--- src/rtl/seg_marquee_if.sv ---
// Control and window bus for the seg_marquee scrolling-message engine.
// The master side drives scroll controls and the message; the slave side is the engine.
interface seg_marquee_if #(
  parameter int unsigned NUM_DIGITS = 6,
  parameter int unsigned MSG_LEN    = 10,
  parameter int unsigned CHAR_W     = 4,
  parameter int unsigned POS_W      = (MSG_LEN > 1) ? $clog2(MSG_LEN) : 1
);
  logic                         en;
  logic                         dir;
  logic                         load;
  logic [MSG_LEN*CHAR_W-1:0]    msg_in;
  logic [NUM_DIGITS*CHAR_W-1:0] char_out;
  logic [POS_W-1:0]             pos;
  logic                         step;
  logic                         wrap;

  modport master (
    output en, dir, load, msg_in,
    input  char_out, pos, step, wrap
  );

  modport slave (
    input  en, dir, load, msg_in,
    output char_out, pos, step, wrap
  );
endinterface

--- src/rtl/seg_marquee.sv ---
// Scrolling-message engine: holds a message and presents a wrapping NUM_DIGITS-wide window of it,
// advancing one position every TICK_DIV enabled clocks in either direction.
module seg_marquee #(
  parameter int unsigned       NUM_DIGITS = 6,
  parameter int unsigned       MSG_LEN    = 10,
  parameter int unsigned       CHAR_W     = 4,
  parameter int unsigned       TICK_DIV   = 25_000_000,
  parameter logic [CHAR_W-1:0] BLANK      = CHAR_W'(2)
) (
  input logic          clk,
  input logic          rst_n,
  seg_marquee_if.slave bus
);

  localparam int unsigned POS_W = (MSG_LEN > 1) ? $clog2(MSG_LEN) : 1;
  localparam int unsigned CNT_W = (TICK_DIV > 1) ? $clog2(TICK_DIV) : 1;
  localparam int unsigned OUT_W = NUM_DIGITS * CHAR_W;

  localparam logic [POS_W-1:0] LastPos = POS_W'(MSG_LEN - 1);
  localparam logic [CNT_W-1:0] LastCnt = CNT_W'(TICK_DIV - 1);

  logic [CHAR_W-1:0] msg_q [MSG_LEN];
  logic [CHAR_W-1:0] msg_d [MSG_LEN];
  logic [POS_W-1:0]  pos_q, pos_d;
  logic [CNT_W-1:0]  cnt_q, cnt_d;
  logic [OUT_W-1:0]  char_q, char_d;
  logic              step_q, step_d;
  logic              wrap_q, wrap_d;
  logic              tick;
  logic [POS_W-1:0]  idx;

  assign tick = bus.en && (cnt_q == LastCnt);

  always_comb begin
    msg_d  = msg_q;
    pos_d  = pos_q;
    cnt_d  = cnt_q;
    step_d = 1'b0;
    wrap_d = 1'b0;
    if (bus.load) begin
      for (int i = 0; i < MSG_LEN; i++) begin
        msg_d[i] = bus.msg_in[i*CHAR_W +: CHAR_W];
      end
      pos_d = '0;
      cnt_d = '0;
    end else if (tick) begin
      cnt_d  = '0;
      step_d = 1'b1;
      if (!bus.dir) begin
        wrap_d = (pos_q == LastPos);
        pos_d  = wrap_d ? '0 : pos_q + 1'b1;
      end else begin
        wrap_d = (pos_q == '0);
        pos_d  = wrap_d ? LastPos : pos_q - 1'b1;
      end
    end else if (bus.en) begin
      cnt_d = cnt_q + 1'b1;
    end
  end

  // Window is built from next-state so char_out always agrees with pos after the same edge.
  // A running index that wraps at LastPos replaces any modulo.
  always_comb begin
    char_d = '0;
    idx    = pos_d;
    for (int k = 0; k < NUM_DIGITS; k++) begin
      char_d[k*CHAR_W +: CHAR_W] = msg_d[idx];
      idx = (idx == LastPos) ? '0 : idx + 1'b1;
    end
  end

  always_ff @(posedge clk or negedge rst_n) begin
    if (!rst_n) begin
      for (int i = 0; i < MSG_LEN; i++) begin
        msg_q[i] <= BLANK;
      end
      pos_q  <= '0;
      cnt_q  <= '0;
      char_q <= {NUM_DIGITS{BLANK}};
      step_q <= 1'b0;
      wrap_q <= 1'b0;
    end else begin
      msg_q  <= msg_d;
      pos_q  <= pos_d;
      cnt_q  <= cnt_d;
      char_q <= char_d;
      step_q <= step_d;
      wrap_q <= wrap_d;
    end
  end

  assign bus.char_out = char_q;
  assign bus.pos      = pos_q;
  assign bus.step     = step_q;
  assign bus.wrap     = wrap_q;

endmodule

--- src/flat_wrapper.sv ---
// flat-port wrapper written by rule: the top's interface ports become plain ports
module seg_marquee_flat 
#(
  parameter int unsigned       NUM_DIGITS = 6,
  parameter int unsigned       MSG_LEN    = 10,
  parameter int unsigned       CHAR_W     = 4,
  parameter int unsigned       TICK_DIV   = 25_000_000,
  parameter logic [CHAR_W-1:0] BLANK      = CHAR_W'(2)
)
  (clk, rst_n, bus_en, bus_dir, bus_load, bus_msg_in, bus_char_out, bus_pos, bus_step, bus_wrap);
  seg_marquee_if #(.NUM_DIGITS(NUM_DIGITS), .MSG_LEN(MSG_LEN), .CHAR_W(CHAR_W)) bus_i ();
  input logic clk;
  input logic rst_n;
  input wire logic [$bits(bus_i.en)-1:0] bus_en;
  input wire logic [$bits(bus_i.dir)-1:0] bus_dir;
  input wire logic [$bits(bus_i.load)-1:0] bus_load;
  input wire logic [$bits(bus_i.msg_in)-1:0] bus_msg_in;
  output wire logic [$bits(bus_i.char_out)-1:0] bus_char_out;
  output wire logic [$bits(bus_i.pos)-1:0] bus_pos;
  output wire logic [$bits(bus_i.step)-1:0] bus_step;
  output wire logic [$bits(bus_i.wrap)-1:0] bus_wrap;
  assign bus_i.en = bus_en;
  assign bus_i.dir = bus_dir;
  assign bus_i.load = bus_load;
  assign bus_i.msg_in = bus_msg_in;
  assign bus_char_out = bus_i.char_out;
  assign bus_pos = bus_i.pos;
  assign bus_step = bus_i.step;
  assign bus_wrap = bus_i.wrap;
  seg_marquee #(.NUM_DIGITS(NUM_DIGITS), .MSG_LEN(MSG_LEN), .CHAR_W(CHAR_W), .TICK_DIV(TICK_DIV), .BLANK(BLANK)) u_core (.clk(clk), .rst_n(rst_n), .bus(bus_i));
endmodule
--- config.mk ---
export PLATFORM = sky130hd
export DESIGN_NAME = seg_marquee_flat
export DESIGN_NICKNAME = d
export VERILOG_FILES = /design/src/rtl/seg_marquee_if.sv /design/src/rtl/seg_marquee.sv /design/src/flat_wrapper.sv
export SDC_FILE = /design/constraint.sdc
export NUM_CORES = 1
export LEC_CHECK = 0
export CAP_MARGIN = 5
export CORE_ASPECT_RATIO = 0.5
export CORE_MARGIN = 2
export CORE_UTILIZATION = 58
export DETAILED_ROUTE_END_ITERATION = 6
export PLACE_DENSITY = 0.87
export RECOVER_POWER = 50
export SLEW_MARGIN = 10
export SYNTH_ARGS = -nofsm -noshare
export SYNTH_HDL_FRONTEND = slang
export SYNTH_SLANG_ARGS = --single-unit
--- constraint.sdc ---
create_clock -name clk -period 5.9 [get_ports clk]
set_clock_uncertainty 0.2 [all_clocks]
set_input_delay 1.18 -clock clk [delete_from_list [all_inputs] [get_ports clk]]
set_output_delay 1.18 -clock clk [all_outputs]
set_load 0.005 [all_outputs]
==> out/summary.md, run 1 <==
• **ranking of synthesized cells by area** dfrtp_1 30%, mux2i_1 7.5%, dfstp_2 6.3%
• **die area** 12400 um2
• **number of buffers inserted by post-CTS setup repair** 0
• **maximum vdd drop** 173 uV
• **count of final max-slew check failures** 47
• **Met1 Wirelength** 7720 um
• **DP Worst Slack** 0.00122 ns
• **Mapped Area** 6670 um2
• **hold-fix buffer count after cts** 0
• **Yosys cell types** 73
• **number of routed nets with antenna violations** 0
• **Min-Delay Path Class** reg -> reg
• **starting utilization of the core area** 0.600
• **count of standard-cell rows** 27
• **dpl hpwl** 13900 um
• **fmax** 0.178 GHz
• **post-route setup TNS** 0 ns
• **global placer's final weighted congestion** 0.998
• **Worst Setup End Kind** register
• **quantity of gates resized following cts** 0
• **largest net degree at the start of global routing** 51
• **Max-Slew Margin vs Limit** -0.637
• **post-route worst setup slack** 0.278 ns
• **First-pass DRT Iterations** 6
• **synthesized net count** 800
• **CP Data Required Time** 5.94 ns
• **critical path's slowest cell** clkdlybuf4s50_1
• **Max Used Layer** met4
• **Multi-input gate area** 4020 um2
• **via total after detailed routing** 6375
• **unrepaired setup endpoints after global routing** no
• **TritonCTS clock tree** yes
• **number of nets in the finished design** 877
• **measured slew at the worst slew-check pin** 2.46 ns
• **core area** 11100 um2
• **Routed met3 length** 2010 um
• **clock edge transition at the registers on the reported setup and hold paths** 0.07 ns
• **kind of critical path** in -> reg
• **sequential cell area in the final layout** 2400 um2
• **violations in the final reports** max-capacitance violations, max-slew violations
• **Clock Root Buffer** clkbuf_16
• **FILL cells** 804
• **number of global-route vias before repair** 6097
• **time the final worst path needs with I/O delays and setup** 5.62 ns
• **chain of cells forming the critical path** clkdlybuf4s50_1, or3b_2, nor4_4, nand2_1, mux2_2, ha_1, and3_1, or4_4, o311ai_4, buf_4, nand2_1, o22ai_1, o2bb2ai_1, nor3_1, or3_1, o32ai_1
• **critical path data arrival time** 5.66 ns
• **average cell area after synthesis** 8.90 um2
• **nature of the critical path startpoint** input port
• **final clock period utilization by the worst path** 0.953
• **post-synthesis sequential area ratio** 0.359
• **iteration-0 DRC count of the detailed router** 746
• **combinational cell fraction of total power** 0.180
• **largest fanout on the critical path** 8
• **number of warning messages in the yosys log** 0
• **count of state elements after synthesis** 95
• **cell type with the largest total area after synthesis** dfrtp_1
• **total cell area at the placement stage** 7740 um2
• **sum of met2 wire segment lengths after detailed routing** 8700 um
• **global-route wire length before repair** 31100 um
• **clk sinks** 95
• **Synth top area share** 0.296
• **aggregate global-route resource usage** 0.318
• **slowest cell delay on critical path** 0.50 ns
• **drc violations** 0
• **Pwr Density** 202 nW/um2
• **post-detailed-route via-to-cell ratio** 6.53
• **total clock buffers created by CTS** 9
• **EDFF count, synth** 0
• **Layout area overhead** 20.6%
• **Final Hold Viols** 0
• **Finish-stage setup viols** 0
• **worst hold slack** 0.361 ns
• **Worst-Skew Late Latency** 0.35 ns
• **Async S/R FF share, synth** 1.00
• **Static Leakage** 3.26 nW
• **run status** finished, violations left
• **Final Total Pwr** 1.62 mW
• **grt total ovfl** 0
• **Max clock buf depth** 2
• **antenna violations before repair** 0
• **power spent charging and discharging nets** 433 uW
• **clock network fraction of design power** 0.378
• **fraction of layout cells with a size suffix above 1** 0.143
• **cell mode on critical path** nand2_1
• **Buffers on Ports** 74
• **sequential group share of total power** 0.442
• **dominant synthesized flop cell** dfrtp_1
• **cell count after synthesis** 749
• **maximum capacitance violations** 1
• **CTS HTree Levels** 3
• **Ant. Diodes** 0
• **switching share of power** 0.267
• **I/O pin count** 75
• **internal power consumption** 1.19 mW
• **cell area after layout** 8040 um2
• **die width** 156 um
• **post-detailed-route wirelength per cell** 19.7 um
• **routed wire length** 19200 um
• **height of the die** 79.8 um
cell usage after synthesis (8+ instances only):
| cell | count |
|---|---|
| o32ai_1 | 8 |
| nor3_1 | 24 |
| dfstp_2 | 16 |
| a21oi_1 | 46 |
| and3_1 | 9 |
| inv_1 | 19 |
| mux2_2 | 33 |
| nand3_1 | 19 |
| mux2i_1 | 50 |
| clkbuf_1 | 37 |
| nand2_1 | 63 |
| a211oi_1 | 16 |
| nor2_1 | 101 |
| nand2b_1 | 13 |
| mux4_2 | 9 |
| o21ai_0 | 40 |
| xor2_1 | 17 |
| o211ai_1 | 27 |
| dfrtp_1 | 79 |
per-layer routing:
| layer | global-route usage | vias up |
|---|---|---|
| met3 | 0.0749 | 104 |
| li1 | - | 2886 |
| met5 | 0 | - |
| met1 | 0.408 | 2961 |
| met4 | 0.123 | 0 |
| met2 | 0.528 | 424 |
power by group through the flow:
stage	Clock [mW]	Sequential, mW	Combinational (mW)
after floorplan	0	0.728	0.151
after global placement	0	0.729	0.281
after detailed placement	0	0.731	0.288
after CTS	0.621	0.719	0.290
after global routing	0.648	0.722	0.312
final	0.613	0.719	0.292
through the flow:
step	std cells	utilization
after global placement	960	0.696
after global routing	976	0.724
final	976	0.724
after floorplan	749	-
after detailed placement	960	0.696
after CTS	976	0.725
sequential cells by signal, summed over array words and instances, names as in the netlist:
signal and flops:
u_core.bus.step 1, u_core.bus.wrap 1, u_core.bus.pos 4, u_core.bus.char_out 24, u_core.cnt_q 25, u_core.msg_q 40
cell families after synthesis:
family | share of synthesized area
and+or+nand+nor | 0.209
AOI/OAI and AO/OA | 0.188
xor gates and xnor gates | 0.0289
buffers and inverters | 0.0417
muxes | 0.161
adders and majority gates | 0.0113
DFF | 0.359
path summary, 6_finish.rpt:
check	from	endpoint	slack, ns	depth (start not counted)
min in group asynchronous	rst_n	u_core.msg_q[34]	1.37	1
worst max-delay path	bus_en	u_core.bus.char_out[20]	0.28	16
worst min register to register	u_core.cnt_q[5]	u_core.cnt_q[5]	0.36	2
worst min-delay path	u_core.cnt_q[5]	u_core.cnt_q[5]	0.36	2
max in group asynchronous	rst_n	u_core.cnt_q[8]	1.88	2
worst max register to register	u_core.cnt_q[8]	u_core.bus.char_out[20]	0.56	15
area by class of cell:
cell class                      count  share of cell area
Clock buffer                       11              0.0314
Timing Repair Buffer              112               0.130
Sequential cell                    95               0.298
Clock inverter                      5             0.00793
Tap cell                          145              0.0226
Inverter                           21              0.0101
Multi-Input combinational cell    587               0.500
layout by cell type (no fill, tap or decap), types with 17 or more instances in the layout:
| master | netlist | layout |
|---|---|---|
| o21ai_0 | 40 | 40 |
| buf_4 | 1 | 33 |
| nand3_1 | 19 | 19 |
| xor2_1 | 17 | 17 |
| nor3_1 | 24 | 24 |
| clkdlybuf4s50_1 | 0 | 72 |
| mux2i_1 | 50 | 50 |
| o211ai_1 | 27 | 27 |
| mux2_2 | 33 | 17 |
| a21oi_1 | 46 | 45 |
| nand2_1 | 63 | 63 |
| dfrtp_1 | 79 | 79 |
| nor2_1 | 101 | 100 |
| inv_1 | 19 | 19 |
worst max-delay path: cells and delay by family:
family                     cells  cell delay [ns]
AOI/OAI and AO/OA              4             1.02
adders and majority gates      1             0.25
buffers and inverters          2             0.67
muxes                          1             0.35
and+or+nand+nor                8             2.19
Power figures use the tool's default switching activity.
==> run 2: changes to the inputs <==
- CORE_ASPECT_RATIO: 0.5 -> not set
==> run 2 against run 1 <==
The flow still finishes with violations (max-capacitance violations, max-slew violations). Sequential power hardly changed. Combinational power down 1%. Final area shrank 0.73%. Hold slack improved by 0.0048 ns. Critical endpoint is now u_core.bus.char_out[17]. Largest power group unchanged.
==> out/summary.md, run 2 (synthesis gave the netlist of run 1 again) <==
• **Max-Slew Margin vs Limit** -0.475
• **Buffers on Ports** 74
• **Worst Setup End Kind** register
• **cell area after layout** 7980 um2
• **quantity of gates resized following cts** 0
• **post-detailed-route via-to-cell ratio** 6.56
• **Min-Delay Path Class** reg -> reg
• **die width** 111 um
• **Ant. Diodes** 0
• **Most flops, register** u_core.msg_q
• **Static Leakage** 3.24 nW
• **routed wire length** 19700 um
• **largest net degree at the start of global routing** 56
• **leading cell types in the layout, fill and taps excluded** 100 x nor2_1, 79 x dfrtp_1, 66 x clkdlybuf4s50_1
• **violations in the final reports** max-capacitance violations, max-slew violations
• **maximum vdd drop** 202 uV
• **worst reg-to-reg setup slack** 0.84 ns
• **global-route wire length before repair** 32000 um
• **global placer's final weighted congestion** 0.940
• **post-route worst setup slack** 0.386 ns
• **number of routed nets with antenna violations** 0
• **Max Used Layer** met4
• **First-pass DRT Iterations** 6
• **Multi-input gate area** 4020 um2
• **Met1 Wirelength** 7870 um
• **commonest non-fill, non-tap cell in the layout** nor2_1
• **clk sinks** 95
• **maximum capacitance violations** 1
• **sum of met2 wire segment lengths after detailed routing** 9180 um
• **count of final max-slew check failures** 42
• **Max clock buf depth** 2
• **CP Data Required Time** 5.98 ns
• **cell count after placement** 955
• **count of standard-cell rows** 39
• **number of cells in the finished layout apart from fillers** 971
• **startpoint of the tightest hold check path** u_core.cnt_q[5]
• **clock edge transition at the registers on the reported setup and hold paths** 0.07 ns
• **TritonCTS clock tree** yes
• **launch point of the worst reg-to-reg path** u_core.cnt_q[9]
• **fmax** 0.181 GHz
• **Clock Root Buffer** clkbuf_16
• **via total after detailed routing** 6370
• **time the final worst path needs with I/O delays and setup** 5.51 ns
• **flip-flop count of the largest register after layout** 40
• **Final Hold Viols** 0
• **height of the die** 111 um
• **Layout area overhead** 19.7%
• **end of the worst hold path** u_core.cnt_q[5]
• **post-detailed-route wirelength per cell** 20.3 um
• **run status** finished, violations left
• **dpl hpwl** 14300 um
• **critical path data arrival time** 5.60 ns
• **aggregate global-route resource usage** 0.323
• **number of buffers inserted by post-CTS setup repair** 0
• **measured slew at the worst slew-check pin** 2.21 ns
• **core area** 11300 um2
• **antenna violations before repair** 0
• **Finish-stage setup viols** 0
• **worst r2r path cells** 18
• **grt total ovfl** 0
• **hold-fix buffer count after cts** 0
• **number of nets in the finished design** 874
• **utilization after layout** 0.705
• **CTS HTree Levels** 3
• **iteration-0 DRC count of the detailed router** 753
• **final clock period utilization by the worst path** 0.935
• **Worst-Skew Late Latency** 0.36 ns
• **total cell area at the placement stage** 7700 um2
• **nature of the critical path startpoint** input port
• **sequential cell area in the final layout** 2400 um2
• **I/O pin count** 75
• **largest fanout on the critical path** 16
• **number of global-route vias before repair** 6169
• **Pwr Density** 199 nW/um2
• **die area** 12400 um2
• **kind of critical path** in -> reg
• **count of cells along the worst hold path** 2
• **endpoint of the lowest-slack register-to-register path** u_core.bus.char_out[17]
• **post-route setup TNS** 0 ns
• **starting utilization of the core area** 0.589
• **unrepaired setup endpoints after global routing** no
• **FILL cells** 855
• **Routed met3 length** 1900 um
• **fraction of layout cells with a size suffix above 1** 0.152
• **drc violations** 0
• **DP Worst Slack** 0.0642 ns
• **total clock buffers created by CTS** 9
-- run 2: cell types whose count changed in the layout (fill, tap and decap cells not counted), moves of 2 or more --
| cell | delta |
|---|---|
| buf_4 | -2 |
| dlygate4sd3_1 | +6 |
| mux2_2 | +10 |
| clkdlybuf4s50_1 | -6 |
| mux2_1 | -10 |
-- run 2: worst max-delay path by stage --
| stage | startpoint | to | slack [ns] | cells past startpoint |
|---|---|---|---|---|
| after floorplan | bus_en | u_core.bus.char_out[17] | 0.04 | 18 |
| after global routing | bus_en | u_core.bus.char_out[21] | 0.05 | 16 |
| after detailed placement | bus_en | u_core.bus.char_out[17] | 0.06 | 16 |
| final | bus_en | u_core.bus.char_out[17] | 0.39 | 16 |
| after CTS | bus_en | u_core.bus.char_out[17] | 0.40 | 16 |
| after global placement | bus_en | u_core.bus.char_out[16] | 0.17 | 16 |
-- run 2: critical path, cell delays in order --
cell and delay, ns:
clkdlybuf4s50_1 0.51, or3b_2 0.48, nor4_4 0.16, nand2_1 0.11, mux2_2 0.32, ha_1 0.24
and3_1 0.17, or4_4 0.49, o311ai_4 0.25, a21oi_1 0.13, or3b_1 0.43, and2_1 0.19
buf_12 0.16, mux2i_1 0.12, mux4_2 0.47, mux2i_1 0.16
-- run 2: routing by layer --
| metal | global-route usage | vias to the layer above |
|---|---|---|
| li1 | - | 2879 |
| met2 | 0.505 | 366 |
| met5 | 0 | - |
| met4 | 0.137 | 0 |
| met3 | 0.0678 | 77 |
| met1 | 0.438 | 3048 |
-- run 2: power by group --
| part | switching [mW] | internal [mW] | total, mW | leakage, nW |
|---|---|---|---|---|
| logic | 0.157 | 0.131 | 0.288 | 1.93 |
| clock network | 0.267 | 0.315 | 0.582 | 0.145 |
| registers | 0.0141 | 0.704 | 0.718 | 1.16 |
| total | 0.438 | 1.15 | 1.59 | 3.24 |
-- run 2: area by class of cell --
| class | instances | area share |
|---|---|---|
| Multi-Input combinational cell | 587 | 0.504 |
| Sequential cell | 95 | 0.300 |
| Timing Repair Buffer | 109 | 0.127 |
| Clock buffer | 12 | 0.0321 |
| Tap cell | 143 | 0.0224 |
| Inverter | 21 | 0.0102 |
| Clock inverter | 4 | 0.00470 |
-- run 2: stage by stage --
step | power, mW | hold slack [ns]
2_1_floorplan | 0.879 | 0.305
3_3_place_gp | 1.00 | 0.331
3_5_place_dp | 1.01 | 0.341
4_1_cts | 1.59 | 0.364
5_1_grt | 1.64 | 0.378
6_report | 1.59 | 0.366
